<file path="src/rtl/ffd_bank_arb.sv">
// Round-robin arbiter granting NREQ requesters write access to one shared WD-bit register.
// Optional grant locking is enabled by defining FFD_ARB_LOCK_EN.
module ffd_bank_arb #(
  parameter int WD   = 8,
  parameter int NREQ = 4
) (
  input  logic                     clk,
  input  logic                     reset,
  input  logic [NREQ-1:0]          req,
  input  logic [NREQ*WD-1:0]       wdata,
  input  logic [NREQ-1:0]          lock,
  output logic [NREQ-1:0]          gnt,
  output logic [$clog2(NREQ)-1:0]  owner,
  output logic [WD-1:0]            q,
  output logic                     q_valid
);

  localparam int PW = $clog2(NREQ);

`ifdef FFD_ARB_LOCK_EN
  typedef enum logic [1:0] {IDLE, GRANT, LOCKED} state_t;
`else
  typedef enum logic [1:0] {IDLE, GRANT} state_t;
  logic w_unused_lock;
  assign w_unused_lock = ^lock;
`endif

  state_t          r_state, w_state_n;
  logic [NREQ-1:0] r_gnt, w_gnt_n;
  logic [PW-1:0]   r_owner, w_owner_n;
  logic [PW-1:0]   r_ptr, w_ptr_n;
  logic [WD-1:0]   r_q;
  logic            r_q_valid;

  logic [NREQ-1:0]   w_avail;
  logic [2*NREQ-1:0] w_rot;
  logic [PW:0]       w_sum;
  logic [PW-1:0]     w_win;
  logic              w_found;
  logic [WD-1:0]     w_wsel;

  // Search starts at ptr: rotate the doubled request vector so bit k is index ptr+k
  always_comb begin
    w_avail = req & ~((r_state != IDLE) ? r_gnt : '0);
    w_rot   = {w_avail, w_avail} >> r_ptr;
    w_found = 1'b0;
    w_win   = '0;
    w_sum   = '0;
    for (int k = 0; k < NREQ; k++) begin
      if (!w_found && w_rot[k]) begin
        w_found = 1'b1;
        w_sum   = {1'b0, r_ptr} + (PW+1)'(k);
        if (w_sum >= (PW+1)'(NREQ)) w_sum = w_sum - (PW+1)'(NREQ);
        w_win   = w_sum[PW-1:0];
      end
    end
  end

  always_comb begin
    w_wsel = '0;
    for (int k = 0; k < NREQ; k++) begin
      if (r_owner == PW'(k)) w_wsel = wdata[k*WD +: WD];
    end
  end

  always_comb begin
    w_state_n = IDLE;
    w_gnt_n   = '0;
    w_owner_n = r_owner;
    w_ptr_n   = r_ptr;
`ifdef FFD_ARB_LOCK_EN
    if ((r_state != IDLE) && |(r_gnt & lock)) begin
      w_state_n = LOCKED;
      w_gnt_n   = r_gnt;
    end else
`endif
    if (w_found) begin
      w_state_n = GRANT;
      w_gnt_n   = NREQ'(1) << w_win;
      w_owner_n = w_win;
      w_ptr_n   = (w_win == PW'(NREQ-1)) ? '0 : w_win + PW'(1);
    end
  end

  // The write uses the grant held during the cycle that this edge ends
  always_ff @(posedge clk) begin
    if (!reset) begin
      r_state   <= IDLE;
      r_gnt     <= '0;
      r_owner   <= '0;
      r_ptr     <= '0;
      r_q       <= '0;
      r_q_valid <= 1'b0;
    end else begin
      r_state   <= w_state_n;
      r_gnt     <= w_gnt_n;
      r_owner   <= w_owner_n;
      r_ptr     <= w_ptr_n;
      r_q_valid <= |r_gnt;
      if (|r_gnt) r_q <= w_wsel;
    end
  end

  assign gnt     = r_gnt;
  assign owner   = r_owner;
  assign q       = r_q;
  assign q_valid = r_q_valid;

endmodule

</file>
<file path="config.mk">
export PLATFORM = sky130hd
export DESIGN_NAME = ffd_bank_arb
export DESIGN_NICKNAME = d
export VERILOG_FILES = /design/src/rtl/ffd_bank_arb.sv
export SDC_FILE = /design/constraint.sdc
export NUM_CORES = 1
export LEC_CHECK = 0
export BUFFER_PORTS_ARGS = -buffer_cell sky130_fd_sc_hd__buf_4
export CORE_UTILIZATION = 45
export CTS_CLUSTER_SIZE = 14
export DETAILED_ROUTE_END_ITERATION = 7
export PLACE_DENSITY = 0.84
export SLEW_MARGIN = 20
export SYNTH_ARGS = -nofsm -noshare
export SYNTH_HDL_FRONTEND = slang
export SYNTH_SLANG_ARGS = --single-unit
</file>
<file path="constraint.sdc">
create_clock -name clk -period 3.8 [get_ports clk]
set_clock_uncertainty 0.05 [all_clocks]
set_input_delay 1.14 -clock clk [delete_from_list [all_inputs] [get_ports clk]]
set_output_delay 1.14 -clock clk [all_outputs]
set_load 0.01 [all_outputs]
</file>
==> impl_metrics.yaml, run 1 <==
clock_tree:
  post-cts-setup-buffer-count: 0
  cts-root-buf: "clkbuf_4"
  hold_buffers: 0
  cts_tree: "built"
  cts.clk_slew.worst_paths_ps: 110
  cts_buffer_depth: 2
  numCtsBuffers: 3
  cts_num_sinks: 18
  cts-resized-gates: 0
  htree_num_levels: 1
  insertion_delay_ps: 300
floorplan:
  rows: 16
  die-area_sq_um: 2330
  initial_core_util: 0.487
  fp.coreArea_sq_um: 1980
  io_pins: 57
  fp.dieH_microns: 48.3
  fp.dieW_microns: 48.3
layout:
  seq_area_sq_um: 360
  nFillCells: 142
  drive_above_1_share: 0.490
  nNetsFinal: 191
  n_antenna_cell: 0
  final_core_util: 0.711
  layout_commonest_cell: "buf_4"
  area_delta_synth_final_pct: 46.0
  final_cell_mix: "52 x buf_4, 18 x nand2_1, 18 x dfxtp_1"
  multi_input_area_sq_um: 566
critical_path:
  worstPathRequired_ps: 2610
  crit_buf_inv: 1
  crit_type: "flip-flop to primary output"
  cpLargestDelayFamily: "flip-flops"
  path_cells: "buf_4"
  crit_arrival_ps: 1240
  crit_fanout: 10
  cp_slowest_cell: "dfxtp_1"
  max_stage_delay_ps: 710
  start_kind: "flip-flop"
  end_kind: "primary output"
route:
  drtPass1Iterations: 4
  routed_wirelength_microns: 2520
  dr_total_vias: 916
  wl_per_cell_microns: 14.5
  via_per_inst: 5.26
  ant_nets: 0
  drt_iter0_drc: 23
  drc: 0
synth:
  syn_avg_cell_area_sq_um: 10.2
  synth-compound-area-share: 0.200
  synth_top_cell_area_share: 0.374
  yosys_register_bits: 18
  synthesis.nets: 138
  synthSimpleGateAreaFrac: 0.166
  synth-seq-area-share: 0.374
  syn-cell-area_sq_um: 965
  synth_fa_ha_area_frac: 0.0130
  synth_xor_area_frac: 0
  synth_top_area_cell: "dfxtp_1"
  yosysWarnings: 0
  syn_inst: 95
  ys_types: 26
  synth_mux_area_frac: 0.208
  synthTopCellsByArea: "dfxtp_1 37%, mux4_2 19%, nand2_1 7.0%"
  synth_top_family_by_area: "multiplexers"
timing:
  maxSlewHeadroom: 0.491
  period_share: 0.641
  fmax_mhz: 411
  hold_viol_final: 0
  slew_violations: 0
  rsz0062_at_grt: "false"
  setup_tns_ps: 0
  min_period_ps: 2430
  tightest_slew_ps: 757
  setup_viol_count_final: 0
power_and_ir_drop:
  p_comb_frac: 0.401
  pwr-share-seq: 0.419
  swShare: 0.350
  power.leakage_nw: 0.642
  peakVddDrop_v: 0.000310
  p_per_area_nw_per_um2: 474
  p_switching_mw: 0.233
  clkPwrFrac: 0.180
  p_int_mw: 0.434
  power_mw: 0.668
global_routing:
  grt_antenna_before_repair: 0
  grt.overflow.total: 0
  grt_start_max_net_pins: 12
  grt_pass1_wl_microns: 4170
  grt_pass1_vias: 928
  gr-usage-all-layers: 0.236
placement:
  io_buffers: 52
  gp_congestion: 0.772
  hpwl_microns: 2000
status:
  outcome: "finished clean"
run:
  drv_cap: 0
min_path:
  min_path_type: "flip-flop to flip-flop"
## worst min-delay path: stages, from the launching register on
cell and delay (ps):
dfxtp_1 320, nand2_1 50, a21oi_1 50
## stage by stage
stage,instance area [sq um],cells,worst slack [ps],hold slack [ps]
after global placement,1370,170,1120,390
after global routing,1410,174,1260,436
after floorplan,965,95,1300,425
after CTS,1410,174,1320,412
final,1410,174,1370,405
after detailed placement,1370,170,1050,396
## synthesized netlist by cell type (all sizes together)
cell type  number
dfxtp          18
a21o            1
nand2          18
a21oi          10
nor4            2
mux2i           2
o41ai           1
or3             2
inv             6
clkbuf          3
a21boi          8
nand3           1
nand3b          1
nor2            7
a21bo           1
buf             1
mux4            8
or4             1
o22ai           2
o221ai          1
ha              1
## routing by layer
metal,vias up,share of wire,global-route usage
met4,0,0.014,0.113
li1,449,-,-
met2,37,0.54,0.432
met5,-,0,0
met3,4,0.036,0.0346
met1,426,0.41,0.267
## logic make-up (layout without fill, tap and decap cells)
family | count (synthesis) | count (layout)
DFF | 18 | 18
adders and majority gates | 1 | 1
and+or+nand+nor | 32 | 32
muxes | 10 | 10
buffers and inverters | 10 | 62
AOI/OAI and AO/OA | 24 | 24
## cell type report
cell class                      count  share of cell area
Clock buffer                        4              0.0258
Inverter                            6              0.0160
Multi-Input combinational cell     67               0.401
Sequential cell                    18               0.256
Tap cell                           27              0.0240
Timing Repair Buffer               52               0.277
## state kept, by name, summed over array words and instances (netlist names)
name	flops
q	8
gnt	4
owner	2
r_ptr	2
r_state	1
q_valid	1
## path summary, 6_finish.rpt
check | from | to | slack [ps] | cells past startpoint
max reg2reg | r_state[0] | r_ptr[0] | 1860 | 7
min reg2reg | q[1] | q[1] | 410 | 2
min | q[1] | q[1] | 410 | 2
max | owner[0] | owner[0] | 1370 | 1
## power groups by stage
stage / logic [mW] / clock network (mW) / registers, mW
after global routing: 0.288 / 0.132 / 0.288
after detailed placement: 0.266 / 0 / 0.284
after floorplan: 0.156 / 0 / 0.281
after CTS: 0.269 / 0.125 / 0.280
final: 0.268 / 0.120 / 0.280
after global placement: 0.258 / 0 / 0.281
Note: power is estimated with default switching activity, not from simulation.
==> inputs of run 2 (changes only) <==
- ABC_AREA: not set -> 1
- CORE_UTILIZATION: 45 -> 40
- PLACE_DENSITY: 0.84 -> 0.77
- clock period: 3.8 -> 2 ns (I/O delays scaled with it)
==> impl_metrics.yaml, run 2 <==
placement:
  gp_congestion: 0.839
  io_buffers: 52
  hpwl_microns: 2270
  place_worst_setup_slack_ps: -62.4
critical_path:
  cpMostUsedCell: "nand2_1"
  crit_fanout: 6
  r2r-start: "r_ptr[0]"
  path_cells: "inv_4 -> nand3_1 -> nand3_1 -> nand2_2 -> inv_1 -> nand3b_1 -> nand2_1 -> nor2_2 -> nand2_2 -> ha_1 -> nor3_1 -> nand2_1 -> nand2_1"
  start_kind: "flip-flop"
  cp_slowest_cell: "dfxtp_4"
  cpLargestDelayFamily: "simple AND/OR/NAND/NOR gates"
  crit_buf_inv: 2
  reg2reg_depth: 13
  max_stage_delay_ps: 410
  crit_arrival_ps: 2010
  crit_type: "flip-flop to flip-flop"
  worstPathRequired_ps: 2190
  path_depth: 13
  crit_path_start: "r_ptr[0]"
  end_kind: "flip-flop"
global_routing:
  grt.overflow.total: 0
  grt_antenna_before_repair: 0
  gr-usage-all-layers: 0.201
  grt_start_max_net_pins: 18
  grt_pass1_wl_microns: 4220
  grt_pass1_vias: 1003
min_path:
  min_path_type: "flip-flop to flip-flop"
  min_from: "q[1]"
  holdPathStages: 2
clock_tree:
  post-cts-setup-buffer-count: 0
  numCtsBuffers: 3
  cts_buffer_depth: 2
  cts-root-buf: "clkbuf_4"
  cts_tree: "built"
  hold_buffers: 0
  cts.clk_slew.worst_paths_ps: 100
  cts_num_sinks: 18
  insertion_delay_ps: 300
  htree_num_levels: 1
floorplan:
  fp.dieW_microns: 53.6
  rows: 18
  io_pins: 57
  initial_core_util: 0.426
  fp.dieH_microns: 53.6
  die-area_sq_um: 2880
  fp.coreArea_sq_um: 2500
synth:
  syn-cell-area_sq_um: 1070
  synth_edf_count: 0
  ys.flop_type: "dfxtp_1"
  synthTopCellsByArea: "dfxtp_1 34%, nand3_1 16%, nand2_1 11%"
  synthesis.nets: 195
  synth-seq-area-share: 0.338
  synthArstFlopShare: 0
  synth_top_cell_area_share: 0.338
  yosys_register_bits: 18
  synth_commonest_cells: "35 x nand3_1, 31 x nand2_1, 23 x o21ai_0, 18 x dfxtp_1, 8 x nor2_1"
  syn_avg_cell_area_sq_um: 7.01
  syn_inst: 152
  synth_top_area_cell: "dfxtp_1"
  ys_types: 28
  yosysWarnings: 0
  post-synth-top-count-cell: "nand3_1"
route:
  via_per_inst: 5.17
  wl_per_cell_microns: 11.6
  ant_nets: 0
  drt_iter0_drc: 40
  drc: 0
  drtPass1Iterations: 4
  routed_wirelength_microns: 2740
  dr_total_vias: 1225
timing:
  whs_ps: 434
  setup_viol_count_final: 0
  maxSlewHeadroom: 0.674
  tightest_slew_ps: 488
  period_share: 0.908
  fmax_mhz: 550
  hold_viol_final: 0
  slew_violations: 0
  setup_tns_ps: 0
  rsz0062_at_grt: "false"
  finalWorstSetupSlack_ps: 183
  min_period_ps: 1820
run:
  drv_cap: 0
layout:
  layout_commonest_cell: "buf_4"
  n_antenna_cell: 0
  largest_reg_flops: 8
  nNetsFinal: 251
  nFillCells: 234
  drive_above_1_share: 0.391
  final_core_util: 0.615
  final_cell_mix: "55 x buf_4, 35 x nand3_1, 31 x nand2_1"
  area_delta_synth_final_pct: 44.1
status:
  outcome: "finished clean"
power_and_ir_drop:
  power.leakage_nw: 0.739
  p_per_area_nw_per_um2: 1430
  power_mw: 2.20
  peakVddDrop_v: 0.000846
==> run 2: final cells by class <==
type                       instances  area [sq um]  share of cell area
multi-input combinational        121           646               0.420
timing repair buffer              55           413               0.269
sequential                        18           368               0.239
tap                               30          37.5              0.0244
clock buffer                       4          36.3              0.0236
inverter                           9          36.3              0.0236
==> run 2: worst paths after layout <==
path | to | slack, ps
min reg2reg | q[1] | 430
max reg2reg | r_ptr[0] | 180
max | r_ptr[0] | 180
min | q[1] | 430
==> run 2: kinds of logic (layout without fill, tap and decap cells) <==
kind of cell | Yosys count | in the layout | synth area share
compound gates | 28 | 28 | 0.142
xor+xnor | 1 | 1 | 0.00822
fa+ha+maj | 1 | 1 | 0.0117
buf+inv | 13 | 68 | 0.0563
flops | 18 | 18 | 0.338
simple gates | 91 | 91 | 0.444
==> run 2: where the power goes <==
group	leakage (nW)	internal, mW	switching, mW
registers	0.150	0.526	0.152
clock network	0.0210	0.111	0.115
logic	0.568	0.572	0.720
total	0.739	1.21	0.987
==> run 2: what timing repair did <==
action / CTS / global route
gates resized for setup: 0 / 5
hold endpoints to repair: 0 / 0
endpoints found under the setup margin: 0 / 2
==> run 2: worst min-delay path: cells and delay by family, from the launching register on <==
family             cells  cell delay (ps)
DFF                    1              330
AOI/OAI and AO/OA      1               50
and+or+nand+nor        1               70
==> run 2: through the flow <==
stage	instances	area [sq um]
after floorplan	152	1070
after global placement	233	1490
after detailed placement	233	1490
after CTS	237	1530
after global routing	237	1540
final	237	1540
==> run 2: layer usage <==
layer  wire, microns  track usage  up-vias
met3             146       0.0395        2
met2            1300        0.317       47
li1                -            -      631
met5               0            0        -
met4              19       0.0526        0
met1            1280        0.278      545
==> inputs of run 3 (changes only) <==
- CORE_ASPECT_RATIO: not set -> 1.2
- SLEW_MARGIN: 20 -> not set
==> impl_metrics.yaml, run 3 (synthesis gave the netlist of run 2 again) <==
global_routing:
  grt.overflow.total: 0
  grt_antenna_before_repair: 0
  grt_pass1_wl_microns: 4710
  gr-usage-all-layers: 0.207
  grt_pass1_vias: 1156
  grt_start_max_net_pins: 18
placement:
  hpwl_microns: 2350
  gp_congestion: 0.796
  place_worst_setup_slack_ps: -12.9
  io_buffers: 52
  post-place-cells: 237
critical_path:
  crit_type: "flip-flop to primary output"
  end_kind: "primary output"
  worstPathRequired_ps: 1350
  start_kind: "flip-flop"
  crit_arrival_ps: 1170
  cpLargestDelayFamily: "flip-flops"
  path_cells: "buf_4"
  cp_slowest_cell: "dfxtp_1"
  max_stage_delay_ps: 660
  crit_buf_inv: 1
  crit_fanout: 17
timing:
  tightest_slew_ps: 518
  whs_ps: 450
  setup_tns_ps: 0
  finalWorstSetupSlack_ps: 177
  period_share: 0.911
  hold_viol_final: 0
  maxSlewHeadroom: 0.654
  min_period_ps: 1820
  setup_viol_count_final: 0
  rsz0062_at_grt: "false"
  slew_violations: 0
  fmax_mhz: 549
route:
  dr_total_vias: 1265
  drtPass1Iterations: 4
  ant_nets: 0
  wl_per_cell_microns: 11.9
  routed_wirelength_microns: 2880
  via_per_inst: 5.25
  drt_iter0_drc: 21
  drc: 0
layout:
  drive_above_1_share: 0.385
  area_delta_synth_final_pct: 44.7
  nFillCells: 235
  layout_commonest_cell: "buf_4"
  stdcell_count: 241
  nNetsFinal: 252
  final_cell_mix: "56 x buf_4, 35 x nand3_1, 31 x nand2_1"
  largest_reg_flops: 8
  n_antenna_cell: 0
clock_tree:
  cts_buffer_depth: 2
  cts_num_sinks: 18
  numCtsBuffers: 3
  htree_num_levels: 1
  cts_tree: "built"
  cts.clk_slew.worst_paths_ps: 100
  cts-root-buf: "clkbuf_4"
  insertion_delay_ps: 290
  hold_buffers: 0
power_and_ir_drop:
  power.leakage_nw: 0.742
  peakVddDrop_v: 0.000679
  swShare: 0.453
  p_comb_frac: 0.595
  clkPwrFrac: 0.101
  p_int_mw: 1.21
  p_switching_mw: 1.01
  power_mw: 2.22
  pwr-share-seq: 0.304
  p_per_area_nw_per_um2: 1440
min_path:
  min_path_type: "flip-flop to flip-flop"
floorplan:
  fp.dieW_microns: 49.1
  die-area_sq_um: 2880
  initial_core_util: 0.422
  fp.coreArea_sq_um: 2530
  io_pins: 57
  rows: 20
  fp.dieH_microns: 58.6
status:
  outcome: "finished clean"
run:
  drv_cap: 0
run 3: changes by cell type in the layout (fill, tap and decap cells not counted), sizes merged:
cell	previous run	this run
buf	55	56
run 3: cell type report:
class                   instances  area [sq um]  share of cell area
multi-input cells             121           646               0.418
repair buffers                 56           420               0.273
flip-flops and latches         18           363               0.235
well taps                      33          41.3              0.0268
clock buffers                   4          36.3              0.0235
inverters                       9          36.3              0.0235
run 3: stage by stage:
| stage | cell area [sq um] | util |
|---|---|---|
| 2_1_floorplan | 1070 | - |
| 3_3_place_gp | 1500 | 0.595 |
| 3_5_place_dp | 1500 | 0.595 |
| 4_1_cts | 1540 | 0.609 |
| 5_1_grt | 1540 | 0.610 |
| 6_report | 1540 | 0.610 |
run 3: what timing repair did:
item / CTS / global route
gates resized for setup: 0 / 2
endpoints found under the hold margin: 0 / 0
buffers inserted: 0 / 0
setup endpoints to repair: 0 / 2
run 3: power groups by stage:
stage	logic [mW]	clock network, mW	registers, mW
after floorplan	0.799	0	0.683
after global placement	1.27	0	0.666
after detailed placement	1.30	0	0.681
after CTS	1.31	0.227	0.673
after global routing	1.46	0.243	0.705
final	1.32	0.224	0.675
run 3: final timing paths:
path / startpoint / slack (ps) / cells after the start / to
setup / recovery: owner[0] / 180 / 1 / owner[0]
hold / removal: q[2] / 450 / 2 / q[2]
setup reg to reg: r_ptr[0] / 180 / 13 / r_ptr[0]
hold reg to reg: q[2] / 450 / 2 / q[2]
run 3: routing by layer:
metal,vias up,share of wire,GRT usage
li1,632,-,-
met1,581,0.43,0.230
met2,46,0.51,0.401
met3,6,0.040,0.0129
met4,0,0.019,0.0882
met5,-,0,0
